## src/rtl/dm_arbiter_pkg.sv

```systemverilog
// -----------------------------------------------------------------------------
// dm_arbiter_pkg
//   Shared definitions for the data-memory arbiter:
//   - arbiter FSM state encoding
//   - requester identifiers used for round-robin bookkeeping
//   - DataMemory func3 size/sign encodings (loads and stores)
//   - helper to size the loader burst counter
// -----------------------------------------------------------------------------
package dm_arbiter_pkg;

  // FSM state encoding
  localparam logic [1:0] ST_IDLE     = 2'd0;
  localparam logic [1:0] ST_OWN_CORE = 2'd1;
  localparam logic [1:0] ST_OWN_LD   = 2'd2;

  typedef enum logic [1:0] {
    IDLE     = ST_IDLE,
    OWN_CORE = ST_OWN_CORE,
    OWN_LD   = ST_OWN_LD
  } arb_state_e;

  // Which requester was granted most recently
  typedef enum logic {
    REQ_CORE = 1'b0,
    REQ_LD   = 1'b1
  } requester_e;

  // DataMemory func3 encodings
  localparam logic [2:0] F3_LB  = 3'b000;
  localparam logic [2:0] F3_LH  = 3'b001;
  localparam logic [2:0] F3_LW  = 3'b010;
  localparam logic [2:0] F3_LBU = 3'b100;
  localparam logic [2:0] F3_LHU = 3'b101;
  localparam logic [2:0] F3_SB  = 3'b000;
  localparam logic [2:0] F3_SH  = 3'b001;
  localparam logic [2:0] F3_SW  = 3'b010;

  // Burst counter width: clog2(burst_max), never narrower than one bit
  function automatic int burst_cnt_w(input int burst_max);
    return (burst_max < 2) ? 1 : $clog2(burst_max);
  endfunction

endpackage

```

## src/rtl/dm_arbiter_if.sv

```systemverilog
// -----------------------------------------------------------------------------
// dm_arbiter_if
//   Bundles the two requester handshakes (core load/store path and loader)
//   and the DataMemory side of the arbiter.
//
//   Core side   : core_req/we/func3/addr/wdata in, core_gnt/rvalid/rdata/stall out
//   Loader side : ld_req/we/func3/addr/wdata/lock in, ld_gnt/rvalid/rdata out
//   Memory side : dm_addr/wdata/ctrl/wenable out, dm_rdata in (combinational)
//
//   modport slave  : the arbiter's view
//   modport master : the view of the requesters plus the memory model
// -----------------------------------------------------------------------------
interface dm_arbiter_if #(
  parameter int ADDR_W = 32,
  parameter int DATA_W = 32
);

  // core load/store port
  logic              core_req;
  logic              core_we;
  logic [2:0]        core_func3;
  logic [ADDR_W-1:0] core_addr;
  logic [DATA_W-1:0] core_wdata;
  logic              core_gnt;
  logic              core_rvalid;
  logic [DATA_W-1:0] core_rdata;
  logic              core_stall;

  // loader port
  logic              ld_req;
  logic              ld_we;
  logic [2:0]        ld_func3;
  logic [ADDR_W-1:0] ld_addr;
  logic [DATA_W-1:0] ld_wdata;
  logic              ld_lock;
  logic              ld_gnt;
  logic              ld_rvalid;
  logic [DATA_W-1:0] ld_rdata;

  // DataMemory port
  logic [ADDR_W-1:0] dm_addr;
  logic [DATA_W-1:0] dm_wdata;
  logic [2:0]        dm_ctrl;
  logic              dm_wenable;
  logic [DATA_W-1:0] dm_rdata;

  modport slave (
    input  core_req, core_we, core_func3, core_addr, core_wdata,
    output core_gnt, core_rvalid, core_rdata, core_stall,
    input  ld_req, ld_we, ld_func3, ld_addr, ld_wdata, ld_lock,
    output ld_gnt, ld_rvalid, ld_rdata,
    output dm_addr, dm_wdata, dm_ctrl, dm_wenable,
    input  dm_rdata
  );

  modport master (
    output core_req, core_we, core_func3, core_addr, core_wdata,
    input  core_gnt, core_rvalid, core_rdata, core_stall,
    output ld_req, ld_we, ld_func3, ld_addr, ld_wdata, ld_lock,
    input  ld_gnt, ld_rvalid, ld_rdata,
    input  dm_addr, dm_wdata, dm_ctrl, dm_wenable,
    output dm_rdata
  );

endinterface

```

## src/rtl/dm_arbiter.sv

```systemverilog
// -----------------------------------------------------------------------------
// dm_arbiter
//   Shares the single-cycle core's data memory between the core load/store
//   path and a program/data loader. One FSM (IDLE / OWN_CORE / OWN_LD) picks
//   the owner; the owner is granted combinationally in every cycle it keeps
//   requesting, so a steady owner gets one access per cycle. Load data is
//   captured into a per-requester register with a one-cycle rvalid pulse.
//
//   Ports:
//     clk   : rising-edge clock
//     reset : asynchronous, active-low reset
//     bus   : dm_arbiter_if.slave (core port, loader port, DataMemory port)
//
//   Parameters:
//     ADDR_W    : address width
//     DATA_W    : data width
//     BURST_MAX : max consecutive loader grants while ld_lock is held and
//                 the core is also waiting
// -----------------------------------------------------------------------------
module dm_arbiter
  import dm_arbiter_pkg::*;
#(
  parameter int ADDR_W    = 32,
  parameter int DATA_W    = 32,
  parameter int BURST_MAX = 4
) (
  input  logic         clk,
  input  logic         reset,
  dm_arbiter_if.slave  bus
);

  localparam int CNT_W      = burst_cnt_w(BURST_MAX);
  localparam int BURST_LAST = BURST_MAX - 1;

  arb_state_e        state_q, state_d;
  requester_e        last_q, last_d;
  logic [CNT_W-1:0]  burst_cnt_q, burst_cnt_d;

  logic              core_gnt;
  logic              ld_gnt;

  logic              core_rvalid_q;
  logic [DATA_W-1:0] core_rdata_q;
  logic              ld_rvalid_q;
  logic [DATA_W-1:0] ld_rdata_q;

  logic [ADDR_W-1:0] dm_addr;
  logic [DATA_W-1:0] dm_wdata;
  logic [2:0]        dm_ctrl;
  logic              dm_wenable;

  // Grants are a pure function of ownership and the live request, so a
  // requester that drops req never gets an access.
  assign core_gnt = (state_q == OWN_CORE) && bus.core_req;
  assign ld_gnt   = (state_q == OWN_LD)   && bus.ld_req;

  // Memory mux: the granted owner drives the memory, otherwise all zero
  always_comb begin
    dm_addr    = '0;
    dm_wdata   = '0;
    dm_ctrl    = '0;
    dm_wenable = 1'b0;
    if (core_gnt) begin
      dm_addr    = bus.core_addr;
      dm_wdata   = bus.core_wdata;
      dm_ctrl    = bus.core_func3;
      dm_wenable = bus.core_we;
    end else if (ld_gnt) begin
      dm_addr    = bus.ld_addr;
      dm_wdata   = bus.ld_wdata;
      dm_ctrl    = bus.ld_func3;
      dm_wenable = bus.ld_we;
    end
  end

  // Next-state decision
  always_comb begin
    state_d     = state_q;
    last_d      = last_q;
    burst_cnt_d = burst_cnt_q;

    if (core_gnt) begin
      last_d = REQ_CORE;
    end else if (ld_gnt) begin
      last_d = REQ_LD;
    end

    unique case (state_q)
      IDLE: begin
        if (bus.core_req && bus.ld_req) begin
          // tie: whoever was not served last goes first
          state_d = (last_q == REQ_LD) ? OWN_CORE : OWN_LD;
        end else if (bus.core_req) begin
          state_d = OWN_CORE;
        end else if (bus.ld_req) begin
          state_d = OWN_LD;
        end
      end
      OWN_CORE: begin
        if (bus.ld_req) begin
          state_d = OWN_LD;
        end else if (!bus.core_req) begin
          state_d = IDLE;
        end
      end
      OWN_LD: begin
        // A locked loader keeps ownership for up to BURST_MAX grants even
        // with the core waiting; once the budget is spent, a waiting core wins.
        if (bus.ld_lock && bus.ld_req && (int'(burst_cnt_q) < BURST_LAST)) begin
          burst_cnt_d = burst_cnt_q + CNT_W'(1);
        end else if (bus.core_req) begin
          state_d = OWN_CORE;
        end else if (!bus.ld_req) begin
          state_d = IDLE;
        end
      end
      default: begin
        state_d = IDLE;
      end
    endcase

    if (core_gnt || ((state_q == OWN_LD) && (state_d != OWN_LD))) begin
      burst_cnt_d = '0;
    end
  end

  // Registered state, rvalid pulses and read-data capture
  always_ff @(posedge clk or negedge reset) begin
    if (!reset) begin
      state_q       <= IDLE;
      last_q        <= REQ_LD;
      burst_cnt_q   <= '0;
      core_rvalid_q <= 1'b0;
      core_rdata_q  <= '0;
      ld_rvalid_q   <= 1'b0;
      ld_rdata_q    <= '0;
    end else begin
      state_q       <= state_d;
      last_q        <= last_d;
      burst_cnt_q   <= burst_cnt_d;
      core_rvalid_q <= core_gnt && !bus.core_we;
      ld_rvalid_q   <= ld_gnt && !bus.ld_we;
      if (core_gnt && !bus.core_we) begin
        core_rdata_q <= bus.dm_rdata;
      end
      if (ld_gnt && !bus.ld_we) begin
        ld_rdata_q <= bus.dm_rdata;
      end
    end
  end

  assign bus.core_gnt    = core_gnt;
  assign bus.core_rvalid = core_rvalid_q;
  assign bus.core_rdata  = core_rdata_q;
  assign bus.core_stall  = bus.core_req && !core_gnt;

  assign bus.ld_gnt      = ld_gnt;
  assign bus.ld_rvalid   = ld_rvalid_q;
  assign bus.ld_rdata    = ld_rdata_q;

  assign bus.dm_addr     = dm_addr;
  assign bus.dm_wdata    = dm_wdata;
  assign bus.dm_ctrl     = dm_ctrl;
  assign bus.dm_wenable  = dm_wenable;

endmodule

```

## src/flat_wrapper.sv

```systemverilog
// flat-port wrapper written by rule: the top's interface ports become plain ports
module dm_arbiter_flat import dm_arbiter_pkg::*;
#(
  parameter int ADDR_W    = 32,
  parameter int DATA_W    = 32,
  parameter int BURST_MAX = 4
)
  (clk, reset, bus_core_req, bus_core_we, bus_core_func3, bus_core_addr, bus_core_wdata, bus_core_gnt, bus_core_rvalid, bus_core_rdata, bus_core_stall, bus_ld_req, bus_ld_we, bus_ld_func3, bus_ld_addr, bus_ld_wdata, bus_ld_lock, bus_ld_gnt, bus_ld_rvalid, bus_ld_rdata, bus_dm_addr, bus_dm_wdata, bus_dm_ctrl, bus_dm_wenable, bus_dm_rdata);
  dm_arbiter_if #(.ADDR_W(ADDR_W), .DATA_W(DATA_W)) bus_i ();
  input  logic clk;
  input  logic reset;
  input wire logic [$bits(bus_i.core_req)-1:0] bus_core_req;
  input wire logic [$bits(bus_i.core_we)-1:0] bus_core_we;
  input wire logic [$bits(bus_i.core_func3)-1:0] bus_core_func3;
  input wire logic [$bits(bus_i.core_addr)-1:0] bus_core_addr;
  input wire logic [$bits(bus_i.core_wdata)-1:0] bus_core_wdata;
  output wire logic [$bits(bus_i.core_gnt)-1:0] bus_core_gnt;
  output wire logic [$bits(bus_i.core_rvalid)-1:0] bus_core_rvalid;
  output wire logic [$bits(bus_i.core_rdata)-1:0] bus_core_rdata;
  output wire logic [$bits(bus_i.core_stall)-1:0] bus_core_stall;
  input wire logic [$bits(bus_i.ld_req)-1:0] bus_ld_req;
  input wire logic [$bits(bus_i.ld_we)-1:0] bus_ld_we;
  input wire logic [$bits(bus_i.ld_func3)-1:0] bus_ld_func3;
  input wire logic [$bits(bus_i.ld_addr)-1:0] bus_ld_addr;
  input wire logic [$bits(bus_i.ld_wdata)-1:0] bus_ld_wdata;
  input wire logic [$bits(bus_i.ld_lock)-1:0] bus_ld_lock;
  output wire logic [$bits(bus_i.ld_gnt)-1:0] bus_ld_gnt;
  output wire logic [$bits(bus_i.ld_rvalid)-1:0] bus_ld_rvalid;
  output wire logic [$bits(bus_i.ld_rdata)-1:0] bus_ld_rdata;
  output wire logic [$bits(bus_i.dm_addr)-1:0] bus_dm_addr;
  output wire logic [$bits(bus_i.dm_wdata)-1:0] bus_dm_wdata;
  output wire logic [$bits(bus_i.dm_ctrl)-1:0] bus_dm_ctrl;
  output wire logic [$bits(bus_i.dm_wenable)-1:0] bus_dm_wenable;
  input wire logic [$bits(bus_i.dm_rdata)-1:0] bus_dm_rdata;
  assign bus_i.core_req = bus_core_req;
  assign bus_i.core_we = bus_core_we;
  assign bus_i.core_func3 = bus_core_func3;
  assign bus_i.core_addr = bus_core_addr;
  assign bus_i.core_wdata = bus_core_wdata;
  assign bus_core_gnt = bus_i.core_gnt;
  assign bus_core_rvalid = bus_i.core_rvalid;
  assign bus_core_rdata = bus_i.core_rdata;
  assign bus_core_stall = bus_i.core_stall;
  assign bus_i.ld_req = bus_ld_req;
  assign bus_i.ld_we = bus_ld_we;
  assign bus_i.ld_func3 = bus_ld_func3;
  assign bus_i.ld_addr = bus_ld_addr;
  assign bus_i.ld_wdata = bus_ld_wdata;
  assign bus_i.ld_lock = bus_ld_lock;
  assign bus_ld_gnt = bus_i.ld_gnt;
  assign bus_ld_rvalid = bus_i.ld_rvalid;
  assign bus_ld_rdata = bus_i.ld_rdata;
  assign bus_dm_addr = bus_i.dm_addr;
  assign bus_dm_wdata = bus_i.dm_wdata;
  assign bus_dm_ctrl = bus_i.dm_ctrl;
  assign bus_dm_wenable = bus_i.dm_wenable;
  assign bus_i.dm_rdata = bus_dm_rdata;
  dm_arbiter #(.ADDR_W(ADDR_W), .DATA_W(DATA_W), .BURST_MAX(BURST_MAX)) u_core (.clk(clk), .reset(reset), .bus(bus_i));
endmodule
```

## config.mk

```make
export PLATFORM = sky130hd
export DESIGN_NAME = dm_arbiter_flat
export DESIGN_NICKNAME = d
export VERILOG_FILES = /design/src/rtl/dm_arbiter_pkg.sv /design/src/rtl/dm_arbiter_if.sv /design/src/rtl/dm_arbiter.sv /design/src/flat_wrapper.sv
export SDC_FILE = /design/constraint.sdc
export NUM_CORES = 1
export LEC_CHECK = 0
export CAP_MARGIN = 25
export CORE_AREA = 2 2 121 123
export DETAILED_ROUTE_END_ITERATION = 16
export DIE_AREA = 0 0 123 125
export GPL_TIMING_DRIVEN = 0
export HOLD_SLACK_MARGIN = 0.08
export PLACE_DENSITY = 0.71
export SLEW_MARGIN = 20
export SYNTH_ARGS = -nofsm -noshare
export SYNTH_HDL_FRONTEND = slang
export SYNTH_SLANG_ARGS = --single-unit
```

## constraint.sdc

```tcl
create_clock -name clk -period 3.6 [get_ports clk]
set_input_delay 0.72 -clock clk [delete_from_list [all_inputs] [get_ports clk]]
set_output_delay 0.72 -clock clk [all_outputs]
set_load 0.01 [all_outputs]
```

After elaboration in Yosys (flattened, before gate mapping):

Index checks and enable logic that the tools add are counted.

* input port bits: 173
* flip-flop bits (word level): 71

* reduce and logical (&&, ||, !) cells: 18
* $lt $le $gt $ge: 1
* equal/unequal tests: 3
* add/subtract/negate cells: 1
* multiplexer cells: 23

Operator list (count)
* 32-bit 2-to-1 mux: 4
* 2-bit 2-to-1 mux: 12
* 1-bit logical AND: 9
* 3-bit 2-to-1 mux: 2
* 2-bit one-hot mux with 3 select lines: 1
* 2-bit nonzero test: 3
* 1-bit 2-to-1 mux: 4
* 1-bit zero test: 3
* 2-bit by 1-bit adder with 2-bit output (second input constant): 1
* 2-bit by 1-bit equality test with 1-bit output (second input constant): 1
* 2-bit equality test (second input constant): 1
* 2-bit zero test: 1
* 2-bit < comparator (second input constant): 1
* 2-bit != test (second input constant): 1
* 2-bit AND reduction: 1
* 1-bit logical OR: 1

Depth between registers and ports, before layout:

* word-level depth: 9
* gate-level depth with buffers: 6
* mapped depth without buffers: 4

Least setup slack after synthesis:

OpenSTA, ideal clock, no wires.

* kind: input to output
* start: in bus_core_req
* end: out bus_dm_addr[10]
* data required time: 2.880 ns
* buffers on the path: 2
* arrival: 1.645 ns
* cell stages on the path: 5
* path slack: 1.235 ns
* cells stage by stage: nand3b_1 clkinv_1 buf_2 buf_2 a22o_1

* longest elaborated chain between the ends: 2

Ends and longest elaborated chain
* start: declaration: RTL line flat_wrapper.sv:12 `input wire logic [$bits(bus_i.core_req)-1:0] bus_core_req;`
* 1-bit logical AND: RTL line dm_arbiter.sv:54 `assign core_gnt = (state_q == OWN_CORE) && bus.core_req;`
* 32-bit 2-to-1 mux: RTL line dm_arbiter.sv:63 `if (core_gnt) begin`
* end: declaration: RTL line flat_wrapper.sv:30 `output wire logic [$bits(bus_i.dm_addr)-1:0] bus_dm_addr;`

Every way passes these cells.

Final worst setup path:

* start: in bus_ld_req
* end: out bus_dm_addr[22]

* longest elaborated chain between the ends: 3

Ends and longest elaborated chain
* start: declaration: RTL line flat_wrapper.sv:21 `input wire logic [$bits(bus_i.ld_req)-1:0] bus_ld_req;`
* 1-bit logical AND: RTL line dm_arbiter.sv:55 `assign ld_gnt = (state_q == OWN_LD) && bus.ld_req;`
* 32-bit 2-to-1 mux: RTL line dm_arbiter.sv:68 `end else if (ld_gnt) begin`
* 32-bit 2-to-1 mux: RTL line dm_arbiter.sv:63

Every way passes these cells.

==> flow_metrics.env <==
export IMPL_gr_usage_met2_pct=32.3
export IMPL_syn_to_final_growth_pct=106
export IMPL_place_congestion=0.936
export IMPL_startpoint="bus_ld_req"
export IMPL_leakagePower_nw=2.96
export IMPL_synth_area_leaders="dfrtp_1 (50%), a22o_1 (17%), mux2_4 (12%), mux2_2 (11%), buf_6 (1.6%)"
export IMPL_power_mw=4.20
export IMPL_synthArstFlopShare_pct=100
export IMPL_avgSynthCellArea_sq_um=13.9
export IMPL_layout_worst_path_cycle_share_pct=97.1
export IMPL_worstPathRequired_ns=2.88
export IMPL_grt_pass1_wl_mm=22.9
export IMPL_dieArea_sq_um=15400
export IMPL_synth_xor_area_share_pct=0
export IMPL_final_setup_skew_ns=0.00865
export IMPL_grt_use_total_pct=20.0
export IMPL_path_max_fanout=19
export IMPL_core_sq_um=14200
export IMPL_synth_top_family_by_area="multiplexers"
export IMPL_layout_setup_ws_ns=0.103
export IMPL_fmax_ghz=0.286
export IMPL_slowest_stage="clkdlybuf4s50_1"
export IMPL_post_place_ws_ns=-0.0756
export IMPL_avgRoutedWirePerCell_um=20.8
export IMPL_worstPathArrival_ns=2.78
export IMPL_antenna_found_initial=4
export IMPL_netlist_area_sq_um=3500
export IMPL_hold_path_class="in -> async"
export IMPL_drv_slew=0
export IMPL_yosys_cell_types_count=27
export IMPL_nets=746
export IMPL_cts_buffers=9
export IMPL_end_kind="output port"
export IMPL_ant_nets=0
export IMPL_synth_main_ff_cell="dfrtp_1"
export IMPL_drc=0
export IMPL_first_iter_violations=214
export IMPL_power_density_nw_per_um2=582
export IMPL_peakVddDrop_mv=0.473
export IMPL_grt_pass1_vias=3824
export IMPL_fp_row_count=44
export IMPL_crit_top_cell="clkdlybuf4s50_1"
export IMPL_finalCriticalPeriod_ns=3.50
export IMPL_cpPeakStageDelay_ns=0.56
export IMPL_synth_fp_nets=425
export IMPL_yosysWarningCount=0
export IMPL_path_delay_family="buffers and inverters"
export IMPL_synthAdderAreaFrac_pct=0.358
export IMPL_viasPerCell=4.67
export IMPL_synthSimpleGateAreaFrac_pct=2.50
export IMPL_cts_tree="built"
export IMPL_status="finished clean"
export IMPL_grt_max_degree=46
export IMPL_drive_above_1_share_pct=18.2
export IMPL_yosysTopAreaCell="dfrtp_1"
export IMPL_grt_busiest_layer="met2"
export IMPL_drt_wl_total_mm=15.9
export IMPL_worstSkewPairLatency_ns=0.33
export IMPL_slew_headroom_pct=70.4
export IMPL_clk_path_buf_depth=2
export IMPL_netlist_instances=251
export IMPL_synth_compound_area_share_pct=18.7
export IMPL_synth_top_area_share_pct=50.1
export IMPL_setup_violations=0
export IMPL_cp_start_kind="primary input"
export IMPL_gr_usage_met1_pct=25.2
export IMPL_grt_remaining_overflow=0
export IMPL_cts_root_buf="clkbuf_16"
export IMPL_hold_worst_slack_ns=0.304
export IMPL_r2r_start="u_core.state_q[1]$_DFF_PN0_"
export IMPL_port_buffers=309
export IMPL_final_hold_viol_count=0
export IMPL_cap_violations=0
export IMPL_ys_seq_area_share_pct=50.8
export IMPL_critical_path_cell_chain="clkdlybuf4s50_1, and3b_1, buf_6, clkbuf_2, a22o_1, clkdlybuf4s50_1"
export IMPL_worst_pin_slew_ns=0.444
export IMPL_use_met3_pct=7.30
export IMPL_die_h_um=125
export IMPL_ys_seq_elements=71
export IMPL_vias=3578
export IMPL_boundaryPins=310
export IMPL_initial_utilization_pct=24.6
export IMPL_critical_path_class="in -> out"
export IMPL_crit_buf_inv=4
export IMPL_die_w_um=123
export IMPL_htreeDepth=3
export IMPL_muxShareOfSynthArea_pct=23.7
export IMPL_clk_pin_slew_worst_paths_ns=0.06
export IMPL_hpwl_mm=12.8
export IMPL_synth_edff_count=0
export IMPL_rsz0062_at_grt="false"
export IMPL_cts_sinks=71
export IMPL_drtPass1Iterations=4
export IMPL_fillers=1257
## report_power, final
group	internal, mW	total (mW)	switching [mW]
registers	1.14	1.33	0.194
clock network	0.630	0.981	0.351
logic	1.23	1.89	0.653
total	3.00	4.20	1.20
## layer usage
layer  part of all wire [%]  vias to the layer above
met5                   0.14                        -
met4                    2.0                        4
met3                    9.1                       28
met2                     47                      176
met1                     41                     1745
li1                       -                     1625
## layout by cell type (no fill, tap or decap), drive strengths merged, types with 3 or more instances in the layout
cell           count
clkdlybuf4s50    308
mux2              64
a22o              68
diode              5
nand2              4
clkbuf            23
buf               11
dfrtp             70
clkinv             3
inv                4
## logic make-up after synthesis
logic type | count (synthesis)
and+or+nand+nor | 14
muxes | 64
buffers and inverters | 25
AOI/OAI and AO/OA | 76
adders and majority gates | 1
DFF | 71
## cell usage after synthesis, types with 2 or more instances
master / n
clkbuf_1: 12
a21oi_1: 2
nand2b_1: 2
dfrtp_1: 70
mux2_4: 29
mux2_2: 35
nand2_1: 4
a22o_1: 68
buf_2: 5
buf_6: 5
inv_1: 2
and3_1: 2
## worst reg2reg max path, cell delays in order, from the launching register on
cell      delay [ns]
dfrtp_1         0.41
nand3b_1        0.25
buf_4           0.20
nor2_2          0.28
buf_2           0.36
mux2_2          0.39
## flip-flops by register name (all words and copies together) (netlist names)
name	cells
u_core.bus.core_rdata	32
u_core.bus.ld_rdata	32
u_core.burst_cnt_q	2
u_core.state_q	2
u_core.bus.core_rvalid	1
u_core.bus.ld_rvalid	1
u_core.last_q	1
## final cells by class
cell class                      instances  area, sq um  share of cell area [%]
Multi-Input combinational cell        155         1580                    22.0
Clock buffer                           10          239                    3.32
Buffer                                 21          136                    1.89
Antenna cell                            5         12.5                   0.174
Tap cell                              184          230                    3.19
Inverter                                3         12.5                   0.174
Timing Repair Buffer                  311         3130                    43.4
Clock inverter                          6         91.3                    1.27
Sequential cell                        71         1780                    24.7
## per-stage QoR
step                      instances  instance area, sq um  utilization, %  TNS (ns)
after CTS                       762                  7190            50.6         0
after floorplan                 251                  3500               -         0
final                           766                  7210            50.7         0
after global placement          744                  6820            48.0    -39.22
after detailed placement        745                  6850            48.2    -0.626
after global routing            761                  7200            50.7         0
## worst paths after layout
kind / cells after the start / to / slack (ns)
worst max-delay path: 6 / bus_dm_addr[22] / 0.10
worst min-delay path: 1 / u_core.bus.core_rdata[14]$_DFFE_PN0P_ / 0.30
worst max register to register: 5 / u_core.bus.core_rdata[4]$_DFFE_PN0P_ / 1.61
worst min register to register: 1 / u_core.burst_cnt_q[0]$_DFFE_PN0P_ / 0.49
max in group asynchronous: 2 / u_core.last_q$_DFFE_PN1P_ / 2.69
min in group clk: 1 / u_core.burst_cnt_q[0]$_DFFE_PN0P_ / 0.49
## what timing repair did
action / CTS / global route
resized for setup: 3 / 12
pin swaps: 1 / 0
setup endpoints to repair: 22 / 46
hold buffers: 0 / 0
buffers inserted: 1 / 0
No activity file was read; power rests on OpenSTA's default activity.
